==> config.mk <==
export PLATFORM = sky130hd
export DESIGN_NAME = pipelined_alu_hs
export DESIGN_NICKNAME = d
export VERILOG_FILES = /design/src/rtl/pipelined_alu_hs.sv
export SDC_FILE = /design/constraint.sdc
export NUM_CORES = 1
export LEC_CHECK = 0
export BUFFER_PORTS_ARGS = -buffer_cell sky130_fd_sc_hd__buf_2
export CORE_MARGIN = 8
export CORE_UTILIZATION = 60
export CTS_BUF_LIST = sky130_fd_sc_hd__clkbuf_4 sky130_fd_sc_hd__clkbuf_8
export DETAILED_ROUTE_END_ITERATION = 16
export PLACE_DENSITY = 0.83
export SYNTH_ARGS = -nofsm -noshare
export SYNTH_HDL_FRONTEND = slang
export SYNTH_SLANG_ARGS = --single-unit
==> constraint.sdc <==
create_clock -name clk -period 1.99 [get_ports clk]
set_input_delay 0 -clock clk [delete_from_list [all_inputs] [get_ports clk]]
set_output_delay 0 -clock clk [all_outputs]
set_load 0.005 [all_outputs]
==> src/rtl/pipelined_alu_hs.sv <==
// Parametrised pipelined ALU with valid/ready handshakes, tag sideband and status flags.
// Stage 1 computes; later stages only register. Per-stage advance lets bubbles collapse under a stall.
module pipelined_alu_hs #(
    parameter int WIDTH  = 8,
    parameter int STAGES = 3,
    parameter int TAG_W  = 4
) (
    input  logic             clk,
    input  logic             reset,
    input  logic             in_valid,
    output logic             in_ready,
    input  logic [WIDTH-1:0] A,
    input  logic [WIDTH-1:0] B,
    input  logic [2:0]       opcode,
    input  logic [TAG_W-1:0] in_tag,
    output logic             out_valid,
    input  logic             out_ready,
    output logic [WIDTH-1:0] result,
    output logic [3:0]       flags,
    output logic [TAG_W-1:0] out_tag,
    output logic [15:0]      done_count
);

    localparam int SH_W = $clog2(WIDTH);

    // Returns {C, V, N, Z, result}.
    function automatic logic [WIDTH+3:0] alu_eval(input logic [WIDTH-1:0] a,
                                                  input logic [WIDTH-1:0] b,
                                                  input logic [2:0]       op);
        logic [WIDTH:0]   wide;
        logic [WIDTH-1:0] r;
        logic             c;
        logic             v;
        logic             big_sh;
        wide   = '0;
        r      = '0;
        c      = 1'b0;
        v      = 1'b0;
        big_sh = |b[WIDTH-1:SH_W];
        case (op)
            3'd0: begin
                wide = {1'b0, a} + {1'b0, b};
                r    = wide[WIDTH-1:0];
                c    = wide[WIDTH];
                v    = (a[WIDTH-1] == b[WIDTH-1]) && (r[WIDTH-1] != a[WIDTH-1]);
            end
            3'd1: begin
                wide = {1'b0, a} - {1'b0, b};
                r    = wide[WIDTH-1:0];
                c    = wide[WIDTH];
                v    = (a[WIDTH-1] != b[WIDTH-1]) && (r[WIDTH-1] != a[WIDTH-1]);
            end
            3'd2: r = a & b;
            3'd3: r = a | b;
            3'd4: r = a ^ b;
            3'd5: r = big_sh ? '0 : (a << b[SH_W-1:0]);
            3'd6: r = big_sh ? '0 : (a >> b[SH_W-1:0]);
            default: r = {{(WIDTH-1){1'b0}}, (a < b)};
        endcase
        return {c, v, r[WIDTH-1], ~|r, r};
    endfunction

    logic [STAGES-1:0] vld_q, vld_d, take, load;
    logic [WIDTH-1:0]  s1_res;
    logic [3:0]        s1_flg;

    logic [WIDTH-1:0]  res_q [STAGES-1];
    logic [3:0]        flg_q [STAGES-1];
    logic [TAG_W-1:0]  tag_q [STAGES-1];

    logic [WIDTH-1:0]  result_q;
    logic [3:0]        flags_q;
    logic [TAG_W-1:0]  out_tag_q;
    logic [15:0]       done_q;

    assign {s1_flg, s1_res} = alu_eval(A, B, opcode);

    // take[i]: stage i is empty or hands its op on this cycle, so it may load.
    always_comb begin : adv_comb
        logic t;
        t    = !vld_q[STAGES-1] || out_ready;
        take = '0;
        load = '0;
        take[STAGES-1] = t;
        for (int i = STAGES - 2; i >= 0; i--) begin
            t       = !vld_q[i] || t;
            take[i] = t;
        end
        load[0] = in_valid && take[0];
        for (int i = 1; i < STAGES; i++) begin
            load[i] = vld_q[i-1] && take[i];
        end
        vld_d = (vld_q & ~take) | load;
    end

    assign in_ready = take[0];

    // ---- stages 1 .. STAGES-1: data only, no reset ----
    always_ff @(posedge clk) begin
        if (load[0]) begin
            res_q[0] <= s1_res;
            flg_q[0] <= s1_flg;
            tag_q[0] <= in_tag;
        end
        for (int i = 1; i < STAGES - 1; i++) begin
            if (load[i]) begin
                res_q[i] <= res_q[i-1];
                flg_q[i] <= flg_q[i-1];
                tag_q[i] <= tag_q[i-1];
            end
        end
    end

    // ---- stage STAGES: drives the outputs directly ----
    always_ff @(posedge clk or negedge reset) begin
        if (!reset) begin
            vld_q     <= '0;
            result_q  <= '0;
            flags_q   <= '0;
            out_tag_q <= '0;
            done_q    <= '0;
        end else begin
            vld_q <= vld_d;
            if (load[STAGES-1]) begin
                result_q  <= res_q[STAGES-2];
                flags_q   <= flg_q[STAGES-2];
                out_tag_q <= tag_q[STAGES-2];
            end
            if (vld_q[STAGES-1] && out_ready) begin
                done_q <= done_q + 16'd1;
            end
        end
    end

    assign out_valid  = vld_q[STAGES-1];
    assign result     = result_q;
    assign flags      = flags_q;
    assign out_tag    = out_tag_q;
    assign done_count = done_q;

endmodule

* After elaboration in Yosys (flattened, before gate mapping) *
Memories as Yosys holds them, arrays and structs flattened. A register that Yosys moved wholly into a read port is not among the register bits.
Index checks and enable logic that the tools add are counted.

cells by class
  order comparisons = 1
  add/subtract/negate cells = 3
  shift operators = 2
  mux-type cells = 9
  bitwise operators = 6
  reduce and logical (&&, ||, !) cells = 19
  equal/unequal tests = 10

operator list
  kind                     number
  $pmux W8 S7              1
  $add A16 B1 Y16 const B  1
  $mux W8                  2
  $add A8 B8 Y9            1
  $eq A3 B3 Y1 const B     3
  $sub A8 B8 Y9            1
  $and A8 B8 Y8            1
  $lt A8 B8 Y1             1
  $or A8 B8 Y8             1
  $reduce_or A8 Y1         1
  $shl A8 B3 Y8            1
  $shr A8 B3 Y8            1
  $xor A8 B8 Y8            1
  $logic_not A1 Y1         7
  $eq A3 B2 Y1 const B     2
  $logic_and A1 B1 Y1      6
  $reduce_or A5 Y1         1
  $mux W1                  4
  $pmux W1 S2              2
  $and A3 B3 Y3            1
  $eq A3 B1 Y1 const B     1
  $logic_not A3 Y1         1
  $logic_or A1 B1 Y1       3
  $ne A1 B1 Y1             3
  3 further kinds          3

word-level totals
  memories kept = 3
  register bits = 19
  logic and storage cells = 55
  input port bits = 27
  memory bits (writable) = 32

memories
  name   depth  bits a word  read ports  clocked after Yosys merged registers in  wr ports  RTL line  text
  res_q  2      8            2           1                                        2         67        logic [WIDTH-1:0] res_q [STAGES-1];
  flg_q  2      4            2           1                                        2         68        logic [3:0] flg_q [STAGES-1];
  tag_q  2      4            2           1                                        2         69        logic [TAG_W-1:0] tag_q [STAGES-1];

* Longest topological paths before layout *
  depth in word-level cells = 7
  depth in mapped cells = 11
  depth with buffers taken out = 10

* Worst setup path before layout *
No wires, ideal clock.

  path type = input to register
  start = input B[1]
  end = memory flg_q[0][0] (data pin)
  slack = -42 ps
  arrival = 1898 ps
  stages = 10
  data required time = 1856 ps
  path through = buf_4 -> inv_1 -> ha_1 -> nor2_1 -> o31ai_2 -> nor2_1 -> mux2i_1 -> o22ai_1 -> or4_4 -> and4bb_1

RTL lines
  what             RTL line  text
  start, declared  13        input logic [WIDTH-1:0] B,
  end, declared    68

==> impl_metrics.yaml <==
final_layout:
  drive_above_1_share: 0.3581
  nNetsFinal: 590
  fillers: 426
  design_area_um2: 5345
  num_antenna_cells: 0
  area_growth_pct: 28.48
worst_hold_path:
  worstHoldStart: "out_ready"
  whs_path_depth: 3
  min_path_type: "in -> reg"
power:
  power.density_nw_per_um2: 761.3
  p_sw_frac: 0.2889
  power_frac_comb: 0.277
  p_leak_nw: 2.454
  switching_power_mw: 1.176
  ir_drop_mv: 0.4209
  power_frac_seq: 0.433
  p_int_mw: 2.894
  clock_power_share: 0.290
synth:
  yosys.area_share.simple: 0.1714
  synth_fa_ha_area_frac: 0.08782
  syn-cell-area_um2: 4160
  yosys.area_share.xor_xnor: 0.04000
  async_flop_share: 0.5313
  synth_compound_area_frac: 0.1438
  synth_edf_count: 30
  avgSynthCellArea_um2: 10.45
  yosysMostFrequentCell: "dfrtp_1"
  synthTopCellsByCount: "dfrtp_1 (34), nand2_1 (32), edfxtp_1 (30), nor2_1 (30), ha_1 (26)"
  synth_area_leaders: "edfxtp_1 (22%), dfrtp_1 (20%), ha_1 (7.8%)"
  synth_top_area_cell: "edfxtp_1"
  synth_top_cell_area_share: 0.2165
  ys_warn_count: 0
  ys_seq_elements: 64
  synth_flop_cell: "dfrtp_1"
  synthMuxAreaShare: 0.08511
  synth_top_family_by_area: "simple AND/OR/NAND/NOR gates"
  synthCells: 398
  yosysSeqAreaShare: 0.4211
  synth_nets: 453
  synth_cell_type_count: 66
critical_path:
  path_class: "in -> reg"
  worstReg2RegStart: "done_count[2]"
  reg2reg_to: "done_count[15]"
  arrival_ns: 2.15
  crit_path_end_kind: "flop"
  start_kind: "primary input"
  worst-r2r-setup-slack_ns: 0.18
  cp_max_fo: 3
  cp.required_ns: 2.19
  startpoint: "A[0]"
  reg2regPathDepth: 5
clocking:
  clock_sinks: 64
  cts_root_buf: "clkbuf_8"
  cts_tree: "built"
  htreeDepth: 3
  clkTransAtPathRegs_ns: 0.07
  cts_inserted_buffers: 9
  clock_latency_ns: 0.33
  clockBufferDepth: 2
timing:
  whs_ns: 0.06455
  period_share: 0.9821
  fmax_mhz: 511.7
  tightestPinTransition_ns: 0.7498
  slew_headroom: 0.5001
  setup_viol: 0
  drv_slew: 0
  finClkSkew_ns: 0.005389
  finalCriticalPeriod_ns: 1.954
  hold_violations: 0
routing:
  avgViaCountPerCell: 6.019
  wire_per_inst_um: 19.29
  dr.pass1.iters: 6
  drc: 0
  vias: 3726
  wirelength_mm: 11.94
  drtAntennaViolNets: 0
  drt_iter0_drc: 303
grt:
  grt_pass1_wl_mm: 19.03
  grt_max_degree: 35
  grt_usage: 0.2424
  antenna_found_initial: 0
  grt-ovfl-total: 0
  grt_pass1_vias: 3795
placement:
  place_area_um2: 5014
  port_buffers: 60
  gp_congestion: 0.9534
  hpwl_mm: 8.902
floorplan:
  die-width_um: 99.27
  fp.dieArea_um2: 9855
  initial_utilization: 0.6157
  coreArea_um2: 6756
  std_cell_rows: 30
  die_y_um: 99.27
  io_pins: 61
run:
  max-cap-violations: 0
outcome:
  status: "finished, final reports clean"
==> flip-flops by register name, indices dropped and copies added, names as in the netlist, named ones only <==
register	count
flags	4
result	7
done_count	16
tag_q	8
out_tag	4
res_q	14
flg_q	8
==> per-stage QoR <==
stage	total power, mW	instances	util	setup TNS, ns	setup WS, ns
6_report	4.069	619	0.7911	0	0.03563
5_1_grt	4.239	619	0.7911	-0.04722	-0.04722
4_1_cts	4.049	617	0.7819	0	0.03068
3_5_place_dp	2.832	596	0.7420	-1.102	-0.3132
3_3_place_gp	2.765	596	0.7420	-0.6929	-0.2308
2_1_floorplan	2.328	398	-	-0.04349	-0.02515
==> cells in the final DEF (no fill, tap or decap), drive strengths merged, types with 6 or more instances in the layout <==
cell and instances:
a211oi 6, a21oi 16, a221oi 8, buf 137, clkbuf 11, dfrtp 34, dlygate4sd3 6, edfxtp 30
ha 26, inv 23, mux2 18, mux2i 8, nand2 32, nand2b 14, nand3 16, nor2 30
nor2b 6, nor3 10, o211ai 7, o21ai 16, xnor2 13, xor2 6
==> worst max path at each step <==
| stage | to | slack (ns) |
|---|---|---|
| finish | flg_q[0][0] | 0.04 |
| global route | flg_q[0][0] | -0.05 |
| CTS | flg_q[0][0] | 0.03 |
| detailed placement | flg_q[0][0] | -0.31 |
| global placement | flg_q[0][0] | -0.23 |
| floorplan | flg_q[0][2] | -0.03 |
==> worst max-delay path, stage by stage <==
cell      delay (ns)
buf_2           0.11
inv_1           0.06
ha_2            0.20
fa_2            0.33
o21bai_1        0.16
a21oi_1         0.10
or3_4           0.35
mux2i_1         0.15
o211ai_1        0.13
nor4_1          0.33
and4bb_1        0.24
==> power groups by stage <==
stage	combinational (mW)	clock, mW	sequential (mW)
floorplan	0.572	0	1.76
global placement	1.02	0	1.74
detailed placement	1.06	0	1.77
CTS	1.10	1.20	1.75
global route	1.22	1.24	1.78
finish	1.13	1.18	1.76
==> cell type report <==
| cell class | count | area, um2 | share of cell area |
|---|---|---|---|
| inverter | 23 | 86.33 | 0.01615 |
| clock buffer | 11 | 138.9 | 0.02598 |
| tap | 80 | 100.1 | 0.01873 |
| sequential | 64 | 1752 | 0.3277 |
| clock inverter | 4 | 70.07 | 0.01311 |
| timing repair buffer | 143 | 950.9 | 0.1779 |
| multi-input combinational | 294 | 2247 | 0.4204 |
==> what timing repair did <==
action                                 CTS  global route
hold buffers                             6             0
endpoints found under the hold margin   39             0
pin swaps                                1             3
setup buffers                            0             2
setup endpoints to repair                1             1
resized for setup                        0            12
==> metal layers <==
metal,up-vias,global-route usage,routed length (um)
met4,0,0.07218,283
met5,-,0,0
met1,1787,0.2745,4646
met3,27,0.03771,635
li1,1726,-,-
met2,186,0.4540,6373
==> cells by family (layout without fill, tap and decap cells) <==
logic type                 Yosys count  after routing
AOI/OAI and AO/OA                   82             82
xor gates and xnor gates            19             19
adders and majority gates           28             28
buffers and inverters               40            181
DFF                                 64             64
muxes                               29             29
and+or+nand+nor                    136            136
Power figures use the tool's default switching activity.
